==> config.mk <==
export PLATFORM = sky130hd
export DESIGN_NAME = i_decode_hz
export DESIGN_NICKNAME = d
export VERILOG_FILES = /design/src/rtl/mips_pkg.sv /design/src/rtl/gp_regfile.sv /design/src/rtl/i_decode_hz.sv
export SDC_FILE = /design/constraint.sdc
export NUM_CORES = 2
export LEC_CHECK = 0
export BUFFER_PORTS_ARGS = -buffer_cell sky130_fd_sc_hd__buf_2
export CAP_MARGIN = 15
export CORE_UTILIZATION = 61
export CTS_CLUSTER_SIZE = 40
export DETAILED_ROUTE_END_ITERATION = 8
export GPL_TIMING_DRIVEN = 1
export PLACE_DENSITY = 0.79
export SYNTH_ARGS = -nofsm -noshare
export SYNTH_HDL_FRONTEND = slang
export SYNTH_HIERARCHICAL = 1
export SYNTH_SLANG_ARGS = --single-unit
==> constraint.sdc <==
create_clock -name clk -period 5.45 [get_ports clk]
set_clock_uncertainty 0.2 [all_clocks]
set_input_delay 1.09 -clock clk [delete_from_list [all_inputs] [get_ports clk]]
set_output_delay 1.09 -clock clk [all_outputs]
set_load 0.02 [all_outputs]
==> src/rtl/mips_pkg.sv <==
// Shared definitions for the MIPS decode stage: opcodes, control-field
// layout, the bubble constant and the opcode-to-control decoder.
package mips_pkg;

  localparam logic [5:0] OP_RTYPE = 6'b000000;
  localparam logic [5:0] OP_LW    = 6'b100011;
  localparam logic [5:0] OP_SW    = 6'b101011;
  localparam logic [5:0] OP_BEQ   = 6'b000100;
  localparam logic [5:0] OP_ANDI  = 6'b001100;
  localparam logic [5:0] OP_ORI   = 6'b001101;

  localparam int WB_W = 2;
  localparam int M_W  = 3;
  localparam int EX_W = 4;

  localparam int WB_REGWRITE = 1;
  localparam int WB_MEMTOREG = 0;
  localparam int M_BRANCH    = 2;
  localparam int M_MEMREAD   = 1;
  localparam int M_MEMWRITE  = 0;
  localparam int EX_REGDST   = 3;
  localparam int EX_ALUOP_HI = 2;
  localparam int EX_ALUOP_LO = 1;
  localparam int EX_ALUSRC   = 0;

  typedef struct packed {
    logic [WB_W-1:0] wb;
    logic [M_W-1:0]  m;
    logic [EX_W-1:0] ex;
  } ctrl_t;

  localparam ctrl_t CTRL_NOP = '0;

  function automatic ctrl_t decode_ctrl(input logic [5:0] op);
    ctrl_t c;
    c = CTRL_NOP;
    case (op)
      OP_RTYPE:         c = {2'b10, 3'b000, 4'b1100};
      OP_LW:            c = {2'b11, 3'b010, 4'b0001};
      OP_SW:            c = {2'b00, 3'b001, 4'b0001};
      OP_BEQ:           c = {2'b00, 3'b100, 4'b0010};
      OP_ANDI, OP_ORI:  c = {2'b10, 3'b000, 4'b0111};
      default:          c = CTRL_NOP;
    endcase
    return c;
  endfunction

  function automatic logic is_logic_imm(input logic [5:0] op);
    return (op == OP_ANDI) || (op == OP_ORI);
  endfunction

endpackage

==> src/rtl/gp_regfile.sv <==
// General-purpose register file: two combinational read ports, one write
// port, write-through bypass, synchronous clear. Register 0 is hardwired 0.
// Ports: i_clk, i_rst (sync, active-high), i_raddr1/2 -> o_rdata1/2,
//        i_we/i_waddr/i_wdata write port.
module gp_regfile #(
  parameter int DATA_W = 32,
  parameter int NREGS  = 32,
  localparam int AW    = $clog2(NREGS)
) (
  input  logic              i_clk,
  input  logic              i_rst,
  input  logic [AW-1:0]     i_raddr1,
  input  logic [AW-1:0]     i_raddr2,
  output logic [DATA_W-1:0] o_rdata1,
  output logic [DATA_W-1:0] o_rdata2,
  input  logic              i_we,
  input  logic [AW-1:0]     i_waddr,
  input  logic [DATA_W-1:0] i_wdata
);

  logic [DATA_W-1:0] r_mem [NREGS];
  logic              w_wr_en;

  assign w_wr_en = i_we && (i_waddr != '0);

  always_ff @(posedge i_clk) begin
    if (i_rst) begin
      for (int k = 0; k < NREGS; k++) r_mem[k] <= '0;
    end else if (w_wr_en) begin
      r_mem[i_waddr] <= i_wdata;
    end
  end

  // A write landing this edge is visible to a same-cycle read.
  always_comb begin
    o_rdata1 = r_mem[i_raddr1];
    o_rdata2 = r_mem[i_raddr2];
    if (w_wr_en && (i_waddr == i_raddr1)) o_rdata1 = i_wdata;
    if (w_wr_en && (i_waddr == i_raddr2)) o_rdata2 = i_wdata;
    if (i_raddr1 == '0) o_rdata1 = '0;
    if (i_raddr2 == '0) o_rdata2 = '0;
  end

endmodule

==> src/rtl/i_decode_hz.sv <==
// MIPS ID stage with load-use hazard detection, flush bubbles, downstream
// hold and an ID/EX pipeline register.
// Inputs : clk, rst (sync, active-high), ifid_instr, ifid_npc, flush, hold,
//          wb_regwrite/wb_writereg/wb_writedata (write-back port).
// Outputs: stall_o (combinational); registered wb, m, ex, npc, rdata1,
//          rdata2, imm, rs_o, rt_o, rd_o.
module i_decode_hz
  import mips_pkg::*;
#(
  parameter int DATA_W     = 32,
  parameter int NREGS      = 32,
  parameter int PC_W       = 32,
  parameter bit LOGIC_ZEXT = 1'b0,
  localparam int REG_AW    = $clog2(NREGS)
) (
  input  logic              clk,
  input  logic              rst,
  input  logic [31:0]       ifid_instr,
  input  logic [PC_W-1:0]   ifid_npc,
  input  logic              flush,
  input  logic              hold,
  input  logic              wb_regwrite,
  input  logic [REG_AW-1:0] wb_writereg,
  input  logic [DATA_W-1:0] wb_writedata,
  output logic              stall_o,
  output logic [WB_W-1:0]   wb,
  output logic [M_W-1:0]    m,
  output logic [EX_W-1:0]   ex,
  output logic [PC_W-1:0]   npc,
  output logic [DATA_W-1:0] rdata1,
  output logic [DATA_W-1:0] rdata2,
  output logic [DATA_W-1:0] imm,
  output logic [REG_AW-1:0] rs_o,
  output logic [REG_AW-1:0] rt_o,
  output logic [REG_AW-1:0] rd_o
);

  logic [5:0]        w_op;
  logic [REG_AW-1:0] w_rs, w_rt, w_rd;
  ctrl_t             w_ctrl;
  logic [DATA_W-1:0] w_rdata1, w_rdata2, w_imm;
  logic              w_load_use;

  assign w_op   = ifid_instr[31:26];
  assign w_rs   = ifid_instr[21 +: REG_AW];
  assign w_rt   = ifid_instr[16 +: REG_AW];
  assign w_rd   = ifid_instr[11 +: REG_AW];
  assign w_ctrl = decode_ctrl(w_op);

  gp_regfile #(
    .DATA_W (DATA_W),
    .NREGS  (NREGS)
  ) u_regfile (
    .i_clk    (clk),
    .i_rst    (rst),
    .i_raddr1 (w_rs),
    .i_raddr2 (w_rt),
    .o_rdata1 (w_rdata1),
    .o_rdata2 (w_rdata2),
    .i_we     (wb_regwrite),
    .i_waddr  (wb_writereg),
    .i_wdata  (wb_writedata)
  );

  always_comb begin
    w_imm = DATA_W'($signed(ifid_instr[15:0]));
    if (LOGIC_ZEXT && is_logic_imm(w_op)) w_imm = DATA_W'(ifid_instr[15:0]);
  end

  // Both source fields are compared regardless of opcode (conservative).
  assign w_load_use = m[M_MEMREAD] && (rt_o != '0) &&
                      ((rt_o == w_rs) || (rt_o == w_rt));

  // A flush kills the dependent instruction, so no stall is needed then.
  assign stall_o = hold || (w_load_use && !flush);

  // flush beats hold; data fields load on bubbles and are don't-care there.
  always_ff @(posedge clk) begin
    if (rst) begin
      {wb, m, ex} <= CTRL_NOP;
      npc    <= '0;
      rdata1 <= '0;
      rdata2 <= '0;
      imm    <= '0;
      rs_o   <= '0;
      rt_o   <= '0;
      rd_o   <= '0;
    end else if (flush || !hold) begin
      {wb, m, ex} <= (flush || w_load_use) ? CTRL_NOP : w_ctrl;
      npc    <= ifid_npc;
      rdata1 <= w_rdata1;
      rdata2 <= w_rdata2;
      imm    <= w_imm;
      rs_o   <= w_rs;
      rt_o   <= w_rt;
      rd_o   <= w_rd;
    end
  end

endmodule
==> results.toml <==
[finish]
num-nets-final = 4738
syn2layout_area_growth_pct = 11.05
final_util = 0.6832
stdcell_count = 6040
drive_gt1_frac = 0.2317

[sta]
setup_violations = 0
drv_slew = 0
fmax_ghz = 0.2483
tns_ns = 0
tightest_slew_ns = 1.226
slew_headroom = 0.1825
rsz0062_at_grt = "no"
min_period_ns = 4.028
fin_crit_sh = 0.7391
final-hold-violation-count = 0

[worst_setup_path]
critPathArrivalTime_ns = 2.74
r2r_cells = 7
cp_cell_sequence = "buf_2 > xor2_1 > nor3_1 > a22oi_2 > nor2_1 > a21o_1 > buf_2"
cp_num_buf_inv = 2
cp_slowest_cell = "buf_2"
endpoint_kind = "primary output"
crit_family = "buffers and inverters"
timing.rr.end = "rdata2[11]$_SDFFE_PP0P_"
r2r-start = "u_regfile/r_mem[28][11]$_SDFFCE_PN0P_"
cp_max_fo = 18
worstSetupPathType = "in2out"
critPathMaxStageDelay_ns = 0.66
required_ns = 4.16
critPathLaunchType = "input port"
crit_top_cell = "buf_2"
ff2ff_setup_slack_ns = 2.95

[die]
coreArea_sq_um = 98420
die_y_microns = 317.1
ios = 259
start_util = 0.6153
die_x_microns = 317.1
die_area_sq_um = 100500
rows = 115

[logic_synthesis]
ys_top_cells_by_area = "edfxtp_1 51%, mux4_2 13%, and2_1 9.9%, mux2i_1 5.5%, dfxtp_1 4.3%"
ys_warn_count = 6
synthCells = 4536
synth_async_sr_flop_share = 0
yosys_register_bits = 1154
synth_most_common_cell = "edfxtp_1"
synth.distinct_cells = 77
yosysSeqAreaShare = 0.5508
syn_area_per_cell_sq_um = 13.35
synth_flop_cell = "edfxtp_1"
yosys.area.top_type_share = 0.5078
synthTopCellsByCount = "1024 x edfxtp_1, 962 x and2_1, 386 x nand2_1, 356 x mux4_2, 334 x mux2i_1"
synth_top_area_cell = "edfxtp_1"
synth_area_sq_um = 60550
synth-edff-count = 1024

[global_route]
grt_max_degree = 68
grt_overflow = 0
antenna_found_initial = 18
grt_pass1_vias = 42180
grtUsageTotal = 0.4230
grt_pass1_wl_microns = 297100

[min_path]
hold_path_end = "npc[10]$_SDFFE_PP0P_"
whs_path_depth = 2
worstHoldStart = "npc[10]$_SDFFE_PP0P_"
hp-class = "reg2reg"

[power]
cellPowerDensity_nw_per_um2 = 321.4
pwr-share-seq = 0.484
p_sw_frac = 0.2558
total_power_mw = 21.61
leakage_nw = 24.73
ir_drop_mv = 0.2767
p_comb_frac = 0.127
p_sw_mw = 5.529
internal-power_mw = 16.08
pwr-share-clk = 0.388

[route]
drtAntennaViolNets = 0
wl_met1_microns = 68090
route.met2.wl_microns = 91640
viasPerCell = 7.319
route.met3.wl_microns = 37240
wl_microns = 214100
highest_layer = "met5"
vias = 44210
drtIter0Drc = 8274
wire_per_inst_microns = 35.44
firstDrtPassIters = 9
drc = 0

[clocking]
cts_hold_buf = 0
htree_num_levels = 3
cts_resized = 0
path_clk_slew_ns = 0.06
cts_tree = "done"
postCtsSetupRepairBufs = 0
clockBufferDepth = 3
clock-sinks = 1154
numCtsBuffers = 118
root_buffer = "clkbuf_16"
insertion_delay_ns = 0.73

[placement]
dpl.cell_count = 5799
port_buffers = 258
hpwl_microns = 127700
gp_congestion = 0.9631

[run]
maxCapViolCount = 0

[run_status]
status = "finished, final reports clean"
tightest hold or removal path, stage by stage, from the launching register on:
cell and delay, ns:
dfxtp_1 0.30, nand2_1 0.05, a21oi_1 0.05
area by class of cell:
class / count / area, sq um
Sequential cell: 1154 / 33350
Tap cell: 1287 / 1610
Antenna cell: 18 / 45.04
Multi-Input combinational cell: 2923 / 25230
Fill cell: 6608 / 31180
Clock buffer: 170 / 3385
Inverter: 8 / 30.03
Timing Repair Buffer: 427 / 2992
Clock inverter: 53 / 603.1
registers in the layout, summed over array words and instances (netlist names):
| signal | count |
|---|---|
| rt_o | 5 |
| rdata1 | 32 |
| ex | 4 |
| u_regfile/r_mem | 1024 |
| npc | 32 |
| wb | 2 |
| rdata2 | 32 |
| rs_o | 5 |
| imm | 16 |
| m | 2 |
cell families (layout without fill, tap and decap cells):
group                     Yosys count  count (layout)  share of synthesized area
xor gates and xnor gates           20              20                   0.002893
DFF                              1154            1154                     0.5508
AOI/OAI and AO/OA                 565             565                    0.06523
other                               1              50                 0.00006193
buffers and inverters             490             658                    0.03878
muxes                             736             736                     0.1989
and+or+nand+nor                  1570            1570                     0.1434
power groups by stage:
stage	logic, mW	registers [mW]	clock network, mW
after detailed placement	2.62	10.6	0
after global placement	2.60	10.6	0
after CTS	2.64	10.4	8.37
after global routing	2.81	10.5	8.71
final	2.75	10.5	8.40
after floorplan	1.62	10.6	0
how the worst max path moves through the flow:
stage,depth (start not counted),end,start,slack (ns)
finish,7,stall_o,ifid_instr[24],1.42
global route,7,stall_o,ifid_instr[16],1.35
CTS,7,stall_o,ifid_instr[16],1.43
detailed placement,8,rdata1[5]$_SDFFE_PP0P_,ifid_instr[21],1.15
global placement,8,rdata1[5]$_SDFFE_PP0P_,ifid_instr[21],1.17
floorplan,7,u_regfile/r_mem[4][0]$_SDFFCE_PN0P_,wb_writereg[2],2.21
layer usage:
metal / vias to the layer above / track usage
li1: 17160 / -
met1: 21460 / 0.5238
met2: 4485 / 0.6152
met3: 1087 / 0.1660
met4: 12 / 0.2845
met5: - / 0.005682
cells in the final DEF, fill, tap and decap left out, types with 33 or more instances in the layout:
cell,n
o221ai_1,33
a22oi_1,66
mux2i_1,334
a221oi_1,35
clkbuf_1,34
buf_2,249
a21oi_1,206
clkbuf_16,123
o22ai_1,37
mux2_2,35
and2_1,962
dfxtp_1,130
nand2_1,385
buf_4,141
mux4_2,356
a211oi_1,45
or2_2,34
edfxtp_1,1024
nor3_1,46
per-stage QoR:
stage / cell area, sq um / setup slack [ns] / hold slack (ns)
after detailed placement: 63210 / 1.147 / 0.2407
after global routing: 67200 / 1.348 / 0.2623
after floorplan: 60670 / 2.209 / 0.3229
final: 67240 / 1.422 / 0.2455
after global placement: 63210 / 1.167 / 0.2344
after CTS: 67200 / 1.433 / 0.2480
Power figures use the tool's default switching activity.
